<file path="src/rtl/player_uart_tx.sv">
// UART transmitter for the player status byte: 8N1 LSB-first frames on every byte change,
// plus a periodic keepalive resend. Define UART_TX_PARITY_EN for 8E1 framing.
module player_uart_tx #(
    parameter int CLK_HZ        = 100_000_000,
    parameter int BAUD          = 115_200,
    parameter int CLKS_PER_BIT  = CLK_HZ / BAUD,
    parameter int RESEND_CYCLES = 1_000_000
) (
    input  logic       clk,
    input  logic       rst,
    input  logic [7:0] data_in,
    output logic       tx,
    output logic       busy,
    output logic       frame_done
);

    localparam int BW = (CLKS_PER_BIT > 1) ? $clog2(CLKS_PER_BIT) : 1;
    localparam int RW = (RESEND_CYCLES > 1) ? $clog2(RESEND_CYCLES) : 1;
    localparam logic [BW-1:0] BAUD_LAST   = BW'(CLKS_PER_BIT - 1);
    localparam logic [RW-1:0] RESEND_LAST = (RESEND_CYCLES > 0) ? RW'(RESEND_CYCLES - 1) : '0;

`ifdef UART_TX_PARITY_EN
    typedef enum logic [2:0] {S_IDLE, S_START, S_DATA, S_PARITY, S_STOP} state_t;
`else
    typedef enum logic [2:0] {S_IDLE, S_START, S_DATA, S_STOP} state_t;
`endif

    state_t          state, state_n;
    logic [BW-1:0]   baud_cnt, baud_n;
    logic [2:0]      bit_cnt, bit_n;
    logic [7:0]      shift_reg, shift_n;
    logic [7:0]      last_sent, last_n;
    logic            force_send, force_n;
    logic [RW-1:0]   resend_cnt, resend_n;
    logic            tx_n;
    logic            baud_end;
    logic            resend_hit;
    logic            trigger;

    assign baud_end   = (baud_cnt == BAUD_LAST);
    assign resend_hit = (RESEND_CYCLES != 0) && (resend_cnt == RESEND_LAST);
    assign trigger    = (data_in != last_sent) || force_send || resend_hit;

    // Decoded from registered state so both fall the instant rst asserts.
    assign busy       = (state != S_IDLE);
    assign frame_done = (state == S_STOP) && baud_end;

    // NOTE: every next-value signal takes its hold value first, so no path leaves one unassigned (no latches).
    always_comb begin
        state_n  = state;
        baud_n   = baud_cnt;
        bit_n    = bit_cnt;
        shift_n  = shift_reg;
        last_n   = last_sent;
        force_n  = force_send;
        resend_n = resend_cnt;
        tx_n     = tx;

        if (state != S_IDLE) begin
            baud_n = baud_end ? '0 : baud_cnt + 1'b1;
        end

        case (state)
            S_IDLE: begin
                if (trigger) begin
                    shift_n  = data_in;
                    last_n   = data_in;
                    force_n  = 1'b0;
                    resend_n = '0;
                    baud_n   = '0;
                    tx_n     = 1'b0;
                    state_n  = S_START;
                end else if (RESEND_CYCLES != 0) begin
                    resend_n = resend_cnt + 1'b1;
                end
            end
            S_START: begin
                if (baud_end) begin
                    bit_n   = '0;
                    tx_n    = shift_reg[0];
                    state_n = S_DATA;
                end
            end
            S_DATA: begin
                if (baud_end) begin
                    if (bit_cnt == 3'd7) begin
`ifdef UART_TX_PARITY_EN
                        // last_sent holds the byte in flight; shift_reg is consumed by now.
                        tx_n    = ^last_sent;
                        state_n = S_PARITY;
`else
                        tx_n    = 1'b1;
                        state_n = S_STOP;
`endif
                    end else begin
                        shift_n = {1'b0, shift_reg[7:1]};
                        bit_n   = bit_cnt + 1'b1;
                        tx_n    = shift_reg[1];
                    end
                end
            end
`ifdef UART_TX_PARITY_EN
            S_PARITY: begin
                if (baud_end) begin
                    tx_n    = 1'b1;
                    state_n = S_STOP;
                end
            end
`endif
            S_STOP: begin
                if (baud_end) begin
                    state_n = S_IDLE;
                end
            end
            default: begin
                tx_n    = 1'b1;
                state_n = S_IDLE;
            end
        endcase
    end

    // NOTE: sequential state uses non-blocking assignments so every register samples pre-edge values.
    always_ff @(posedge clk or posedge rst) begin
        if (rst) begin
            state      <= S_IDLE;
            baud_cnt   <= '0;
            bit_cnt    <= '0;
            shift_reg  <= '0;
            last_sent  <= 8'h00;
            force_send <= 1'b1;
            resend_cnt <= '0;
            tx         <= 1'b1;
        end else begin
            state      <= state_n;
            baud_cnt   <= baud_n;
            bit_cnt    <= bit_n;
            shift_reg  <= shift_n;
            last_sent  <= last_n;
            force_send <= force_n;
            resend_cnt <= resend_n;
            tx         <= tx_n;
        end
    end

endmodule
</file>
<file path="config.mk">
export PLATFORM = sky130hd
export DESIGN_NAME = player_uart_tx
export DESIGN_NICKNAME = d
export VERILOG_FILES = /design/src/rtl/player_uart_tx.sv
export SDC_FILE = /design/constraint.sdc
export NUM_CORES = 1
export LEC_CHECK = 0
export ABC_AREA = 1
export CAP_MARGIN = 20
export CORE_ASPECT_RATIO = 0.9
export CORE_MARGIN = 2
export CORE_UTILIZATION = 61
export DETAILED_ROUTE_END_ITERATION = 12
export PLACE_DENSITY = 0.8
export SYNTH_ARGS = -nofsm -noshare
export SYNTH_HDL_FRONTEND = slang
export SYNTH_SLANG_ARGS = --single-unit
export TNS_END_PERCENT = 50
</file>
<file path="constraint.sdc">
create_clock -name clk -period 2.1 [get_ports clk]
set_input_delay 0.42 -clock clk [delete_from_list [all_inputs] [get_ports clk]]
set_output_delay 0.42 -clock clk [all_outputs]
set_load 0.05 [all_outputs]
</file>
==> flow_summary.toml <==
[status]
outcome = "finished, final reports clean"

[cells_and_area]
final_layout_size_suffix_gt1_frac = 0.163
largest_reg_flops = 20
nFillCells = 392
reg_top3 = "resend_cnt: 20 flops, baud_cnt: 10 flops"
design_area_mm2 = 0.00349
nets = 443
n_antenna_cell = 0
post-route-util = 0.718
max_flop_register = "resend_cnt"
area_delta_synth_final_pct = 13.3

[detailed_routing]
vias = 2489
drc_errors = 0
wl_um = 6090
routed_via_density = 5.09
firstDrtPassIters = 4
ant_nets = 0
drt-initial-drc-count = 186
wire_per_inst_um = 12.4

[die]
start_util = 0.634
dieArea_mm2 = 0.00564
die_h_um = 71.5
core_area_mm2 = 0.00486
num_rows = 24
die_x_um = 79.0
pin_count = 13

[pwr]
irDropWorstVdd_mv = 0.509
powerDensity_mw_per_mm2 = 488
power_leakage_nw = 1.71

[worst_setup_path]
path_cells = "clkdlybuf4s50_1"
worst-r2r-setup-slack_ps = 240
cp.arrival_ps = 1630
crit_path_max_fanout = 2
path_buf_inv = 1
endpoint_kind = "primary output"
critical_path_required_ps = 1680
cpMaxStageDelayCell = "clkdlybuf4s50_1"
slowest_delay_ps = 790
critical_path_class = "reg -> out"
cp-start-kind = "flop"
crit_family = "buffers and inverters"

[grt]
overflow = 0
grt_pass1_wl_um = 10600
antenna_found_initial = 0
grt_start_max_net_pins = 21
grt_usage = 0.240
grt_pass1_vias = 2369

[yosys]
muxShareOfSynthArea = 0.00324
synth_top_area_share = 0.414
async_reset_ff_frac = 1.00
synthSimpleGateAreaFrac = 0.322
ys_seq_elements = 53
synth_area_mm2 = 0.00309
synth_top_family_by_area = "simple AND/OR/NAND/NOR gates"
ys_seq_area_frac = 0.431
synthTopCellsByArea = "dfrtp_1 41%, nand2_1 12%, inv_1 6.3%"
syn-num-nets = 415
yosys_most_used_dff = "dfrtp_1"
synth_xor_area_frac = 0.0568
synth_compound_area_frac = 0.0637
avgSynthCellArea_um2 = 7.79
yosys.area.top_type = "dfrtp_1"
synthDistinctLibCells = 32
synthAdderAreaFrac = 0.0365
syn_inst = 396
synth_edf_count = 0
synth-warning-count = 0

[timing]
setup_viol = 0
period_minus_slack_ps = 2050
skew_ps = 13.7
relSlewSlack = 0.674
hold_violations = 0
fin_tns_setup_ps = 0
maxSlewViolCount = 0
fmax_ghz = 0.487
finalCritPeriodShare = 0.978
tightestPinTransition_ps = 488

[place]
numPortBuffers = 12
hpwl_um = 4450
dpl-instance-area_mm2 = 0.00336
place_congestion = 0.876

[clock_network]
clkTransAtPathRegs_ps = 100
cts_root_buffer = "clkbuf_8"
clkLatencyLatePin_ps = 320
cts.sinks = 53
ctsHoldBuffers = 0
cts_htree_levels = 2
clock_path_buffers = 2
cts_tree = "built"
cts_buffers = 5

[hold_path]
hp-class = "in -> async"

[flow_run]
maxCapViolations = 0
-- Yosys cell counts (2+ instances only) --
master / instances
nor2_1: 46
nand2_2: 3
nand2_1: 102
nor2_2: 14
nand3_1: 29
clkbuf_1: 2
o21ai_0: 16
o21ai_2: 8
dfrtp_1: 51
inv_1: 52
dfstp_2: 2
nor3_1: 7
inv_2: 3
buf_4: 2
xnor2_1: 3
a21oi_1: 6
nand4_1: 9
xor2_1: 17
ha_1: 9
nand3_2: 2
nand2_4: 2
-- cell usage in the layout, fill, tap and decap left out, types with 4 or more instances in the layout --
| master | count |
|---|---|
| a21oi_1 | 6 |
| buf_12 | 4 |
| buf_4 | 14 |
| clkbuf_8 | 5 |
| clkdlybuf4s50_1 | 10 |
| dfrtp_1 | 51 |
| ha_1 | 7 |
| inv_1 | 51 |
| inv_2 | 4 |
| nand2_1 | 102 |
| nand3_1 | 29 |
| nand4_1 | 9 |
| nor2_1 | 45 |
| nor2_2 | 15 |
| nor3_1 | 6 |
| o21ai_0 | 16 |
| o21ai_2 | 8 |
| xor2_1 | 17 |
-- cells by family (layout without fill, tap and decap cells) --
logic type | Yosys count | count (layout)
AO/OA/AOI/OAI | 31 | 31
XOR/XNOR | 20 | 20
adder cells (fa/ha/maj) | 9 | 9
buffers and inverters | 63 | 91
flip-flops | 53 | 53
multiplexers | 1 | 1
AND/OR/NAND/NOR | 219 | 219
-- where the power goes --
part / internal (mW) / switching, mW
combinational: 0.0438 / 0.0593
clock: 0.228 / 0.327
sequential: 1.04 / 0.0105
-- routing by layer --
| metal | part of all wire | track usage | up-vias |
|---|---|---|---|
| met5 | 0 | 0 | - |
| met4 | 0.012 | 0.0728 | 0 |
| met3 | 0.036 | 0.0390 | 7 |
| met2 | 0.45 | 0.375 | 40 |
| met1 | 0.50 | 0.348 | 1156 |
| li1 | - | - | 1286 |
-- cell type report --
class,instances,area [um^2],share of cell area
inverter,56,215,0.0616
multi-input combinational,280,1510,0.431
tap,65,81.3,0.0233
sequential,53,1330,0.380
clock buffer,6,72.6,0.0208
clock inverter,1,5.00,0.00143
timing repair buffer,28,285,0.0816
-- worst paths after layout --
path	start	endpoint	cells after the start
max reg2reg	state[0]$_DFFE_PP0P_	shift_reg[4]$_DFFE_PP0P_	11
max	tx$_DFFE_PP1P_	tx	1
max in group asynchronous	rst	force_send$_DFFE_PP1P_	3
min	rst	baud_cnt[3]$_DFF_PP0_	2
min in group clk	force_send$_DFFE_PP1P_	force_send$_DFFE_PP1P_	2
min reg2reg	force_send$_DFFE_PP1P_	force_send$_DFFE_PP1P_	2
-- timing repair --
| item | CTS | global route |
|---|---|---|
| endpoints found under the setup margin | 2 | 1 |
| setup buffers | 0 | 5 |
| resized for setup | 2 | 3 |
| pin swaps | 0 | 3 |
-- per-stage QoR --
stage	setup WS, ps	hold slack, ps	total power, mW	cells
floorplan	103	437	1.12	396
CTS	21.2	409	1.72	484
global route	-11.6	443	1.77	489
detailed placement	51.5	452	1.17	477
finish	47.2	401	1.70	489
global placement	48.8	445	1.17	477
Note: power is estimated with default switching activity, not from simulation.
==> RTL edit 1 (same flow settings) <==
Encoding of `state_t`: now one-hot (4 bits for 4 states).
--- a/src/rtl/player_uart_tx.sv
+++ b/src/rtl/player_uart_tx.sv
@@ -22,7 +22,7 @@
 `ifdef UART_TX_PARITY_EN
     typedef enum logic [2:0] {S_IDLE, S_START, S_DATA, S_PARITY, S_STOP} state_t;
 `else
-    typedef enum logic [2:0] {S_IDLE, S_START, S_DATA, S_STOP} state_t;
+    typedef enum logic [3:0] {S_IDLE = 4'b0001, S_START = 4'b0010, S_DATA = 4'b0100, S_STOP = 4'b1000} state_t;
 `endif
 
     state_t          state, state_n;
Function: same outputs for any inputs over 10 cycles, from zero or initial values and one cycle with rst high; not proved beyond that.
==> RTL edit 1 against the original RTL <==
Worst setup slack gained 28 ps; critical path type unchanged; wire length grew 7.8%; synthesized area grew 3.5%; combinational power shrank 9%; power grew 6.9%; cell area grew 0.97%; worst hold slack gained 42 ps; sequential cell count grew 2.
==> RTL edit 1: results (changes against the original RTL) <==
| Metric | Value |
|---|---|
| Peak VDD IR | 482 µV (-5.4%) |
| HPWL Detailed | 4.70 mm (+5.6%) |
| Clock buf/inv share | 2.73% (+0.51 points) |
| Routed WL | 6.56 mm (+7.8%) |
| First-pass GRT wire length | 11.7 mm (+9.8%) |
| Register-to-register setup slack | 300 ps (+60 ps) |
| Vias | 2698 (+8.4%) |
| Logic inverters | 45 (-20%) |
| Worst r2r dst | shift_reg[7] |
| Vias in the first global route | 2635 (+11%) |
| Slowest cell on crit path | dfrtp_2 |
| Mean routed wirelength per cell | 13.0 µm (+4.2%) |
| Routability cong. | 0.897 (+2.4%) |
| Slew HR | 66.8% (-0.56 points) |
| Pre-CTS WS | 46.9 ps (-4.65 ps) |
| Setup crit end | frame_done |
| Status | complete, no violations |
| Worst-Skew Late Latency | 330 ps |
| Multi-input logic area | 1580 µm² (+4.7%) |
| Synth Area in Adders | 1.57% (-2.1 points) |
| XOR/XNOR Fraction of Synth Area | 5.21% (-0.47 points) |
| Arr. time, crit path | 1600 ps (-30 ps) |
| Clock buffers | 5 (-1) |
| Fmax | 494 MHz (+1.4%) |
| Ranking of synthesized cells by area | dfrtp_1 41%, nand2_1 15%, nor2_1 6.9%, nand3_1 5.8%, inv_1 4.6% |
| Crit path largest cell delay | 470 ps (-320 ps) |
| Repair and plain buffers | 22 (-21%) |
| Crit. Startpoint | baud_cnt[2] |
| Placed insts | 495 (+3.8%) |
| Pwr Density | 516 nW/µm² (+5.9%) |
| Clock Sinks | 55 (+3.8%) |
| Reg2Reg Depth | 11 (unchanged) |
| Register area | 1380 µm² (+4.0%) |
| Root buffer cell | clkbuf_8 |
| Gr usage total | 25.4% (+1.4 points) |
| CTS max path bufs | 2 (unchanged) |
| Initial DRC count | 163 (-12%) |
| Dpl cell area | 3390 µm² (+0.78%) |
| Asr flop ratio synth | 100% (unchanged) |
| NumNets Final | 454 (+2.5%) |
| CP max FO | 8 (+6) |
| Layout cell share with drive strength beyond 1 | 13.8% (-2.4 points) |
| Post-Syn Nets | 434 (+4.6%) |
| Worst reg2reg path startpoint | resend_cnt[0] |
| Post-synth cell types | 34 (+6.3%) |
| Multi-input logic cell count | 311 (+11%) |
| Non-clk buf share | 6.17% (-2.0 points) |
| Mapped Cells | 420 (+6.1%) |
| Pleak | 1.75 nW (+2.6%) |
| Hold WS | 443 ps (+42.4 ps) |
| Clock Skew | 11.1 ps (-2.64 ps) |
| Die area | 5830 µm² (+3.3%) |
| Compound-Gate Fraction of Synth Area | 5.72% (-0.65 points) |
| Post-synth top cells | 131 x nand2_1, 59 x nor2_1, 52 x dfrtp_1 |
| Sequential share of the synthesized area | 43.2% (+0.14 points) |
| Multiplexer share of the synthesized area | 0% (-0.32 points) |
| Fill count | 389 (-0.77%) |
| Largest net degree at the start of global routing | 35 (+67%) |
-- RTL edit 1: changes by cell type after synthesis, sizes merged, moves of 2 or more --
| cell | delta |
|---|---|
| a21oi | +2 |
| buf | +4 |
| clkbuf | -2 |
| ha | -5 |
| inv | -11 |
| nand2 | +29 |
| nand3 | +9 |
| nor2 | +6 |
| o21ai | -8 |
| xnor2 | +3 |
| xor2 | -4 |
-- RTL edit 1: timing repair --
action / CTS / global route
pin swaps: 1 / 0
buffers inserted: 2 / 1
gates resized for setup: 2 / 5
endpoints found under the setup margin: 1 / 2
-- RTL edit 1: routing by layer --
layer  track usage, %  part of all wire [%]
met5                0                     0
met4             9.98                   2.1
met3             4.08                   4.1
met2             42.8                    48
met1             33.1                    45
-- RTL edit 1: critical path, delay by kind of cell, from the launching register on --
family	cells	cell delay [ps]
buffers and inverters	2	240
and+or+nand+nor	4	560
DFF	1	470
-- RTL edit 1: where the power goes --
group	internal, mW	switching, mW
sequential	1.07	0.0116
clock	0.248	0.393
combinational	0.0379	0.0561
==> RTL edit 2 (same flow settings) <==
Without the edit above. Set the parameter `BAUD` to 460_800 (it was 115_200).
--- a/src/rtl/player_uart_tx.sv
+++ b/src/rtl/player_uart_tx.sv
@@ -2,7 +2,7 @@
 // plus a periodic keepalive resend. Define UART_TX_PARITY_EN for 8E1 framing.
 module player_uart_tx #(
     parameter int CLK_HZ        = 100_000_000,
-    parameter int BAUD          = 115_200,
+    parameter int BAUD          = 460_800,
     parameter int CLKS_PER_BIT  = CLK_HZ / BAUD,
     parameter int RESEND_CYCLES = 1_000_000
 ) (
Behaviour: no difference found for any inputs over 10 cycles, from zero or initial values and one cycle with rst high; that may be too few to reach the edited logic, so the function may still have changed.
==> RTL edit 2 against the original RTL <==
Power fell by 0.18%; critical path depth rose by 4; worst setup slack improved by 75 ps; cell area decreased by 5.9%; wire length fell by 9.8%; sequential cell count shrank 2; via count is 7.1% lower; first-iteration DRC count down 44%; synthesized area decreased by 4.3%; count of clock-buffer cells in the layout is 1 lower; register-to-register slack gained 70 ps.
==> RTL edit 2: results (changes against the original RTL) <==
| Metric | Value |
|---|---|
| Arr. time, crit path | 1560 ps (-70 ps) |
| Sequential share of the synthesized area | 43.3% (+0.26 points) |
| CP max FO | 8 (+6) |
| Fill count | 370 (-5.6%) |
| Routed WL | 5.49 mm (-9.8%) |
| Hold WS | 449 ps (+48.2 ps) |
| Clock buffers | 5 (-1) |
| Tmin final | 1980 ps (-75.2 ps) |
| Multi-input logic area | 1450 µm² (-3.9%) |
| Status | complete, no violations |
| Net Switching | 424 µW (+6.8%) |
| Pre-CTS WS | 52.7 ps (+1.17 ps) |
| First-pass GRT wire length | 10.1 mm (-5.1%) |
| XOR/XNOR Fraction of Synth Area | 5.93% (+0.26 points) |
| HPWL Detailed | 4.00 mm (-9.9%) |
| Synth Area in Adders | 4.24% (+0.59 points) |
| Via density | 5.22 (+2.6%) |
| Initial DRC count | 104 (-44%) |
| Crit path largest cell delay | 450 ps (-340 ps) |
| Multi-input logic cell count | 259 (-7.5%) |
| Slew HR | 66.6% (-0.75 points) |
| Routability cong. | 0.818 (-6.7%) |
| Multiplexer share of the synthesized area | 0% (-0.32 points) |
| Reg2Reg Depth | 9 (-2) |
| Comb power frac | 5.9% (-0.2 points) |
| Dpl cell area | 3170 µm² (-5.7%) |
| Ranking of synthesized cells by area | dfrtp_1 42%, nand2_1 12%, nor2_1 5.2%, inv_1 5.0%, ha_1 4.2% |
| Post-synth top cells | 93 x nand2_1, 49 x dfrtp_1, 41 x nor2_1 |
| Slowest cell on crit path | dfrtp_1 |
| Syn Area/Cell | 8.18 µm² (+4.9%) |
| Clock buf/inv share | 2.85% (+0.63 points) |
| Yosys reg bits | 51 (-3.8%) |
| Largest net degree at the start of global routing | 52 (+150%) |
| Logic inverters | 43 (-23%) |
| Peak VDD IR | 359 µV (-29%) |
| Design Area, Final | 3290 µm² (-5.9%) |
| Seq/total area | 38.9% (+0.85 points) |
| Post-synth cell types | 33 (+3.1%) |
| Non-Filler Instances | 443 (-9.4%) |
| Pleak | 1.53 nW (-10%) |
| Gr usage total | 23.1% (-0.85 points) |
| NumNets Final | 400 (-9.7%) |
-- RTL edit 2: critical path: cells and delay by family (launching register included) --
kind	cells	cell delay, ps
buffers and inverters	4	580
adders and majority gates	1	210
DFF	1	450
-- RTL edit 2: worst max-delay path by stage --
stage                      startpoint  cells after the start              to
after detailed placement   data_in[0]                      9    shift_reg[4]
after global routing      baud_cnt[0]                      7      frame_done
final                        state[0]                      5            busy
after global placement     data_in[3]                      9  resend_cnt[17]
after CTS                          tx                      1              tx
after floorplan           baud_cnt[0]                      6      frame_done
-- RTL edit 2: repair_timing --
item / CTS / global route
buffers inserted: 0 / 1
hold buffers: 0 / 0
pin swaps: 0 / 1
setup endpoints to repair: 2 / 3
gates resized for setup: 3 / 2
-- RTL edit 2: routing by layer --
metal / part of all wire (%) / vias up / GRT usage, %
met5: 0 / - / 0
met4: 1.5 / 0 / 9.92
met3: 3.0 / 6 / 3.88
met2: 48 / 35 / 37.4
met1: 48 / 1101 / 30.8
li1: - / 1171 / -
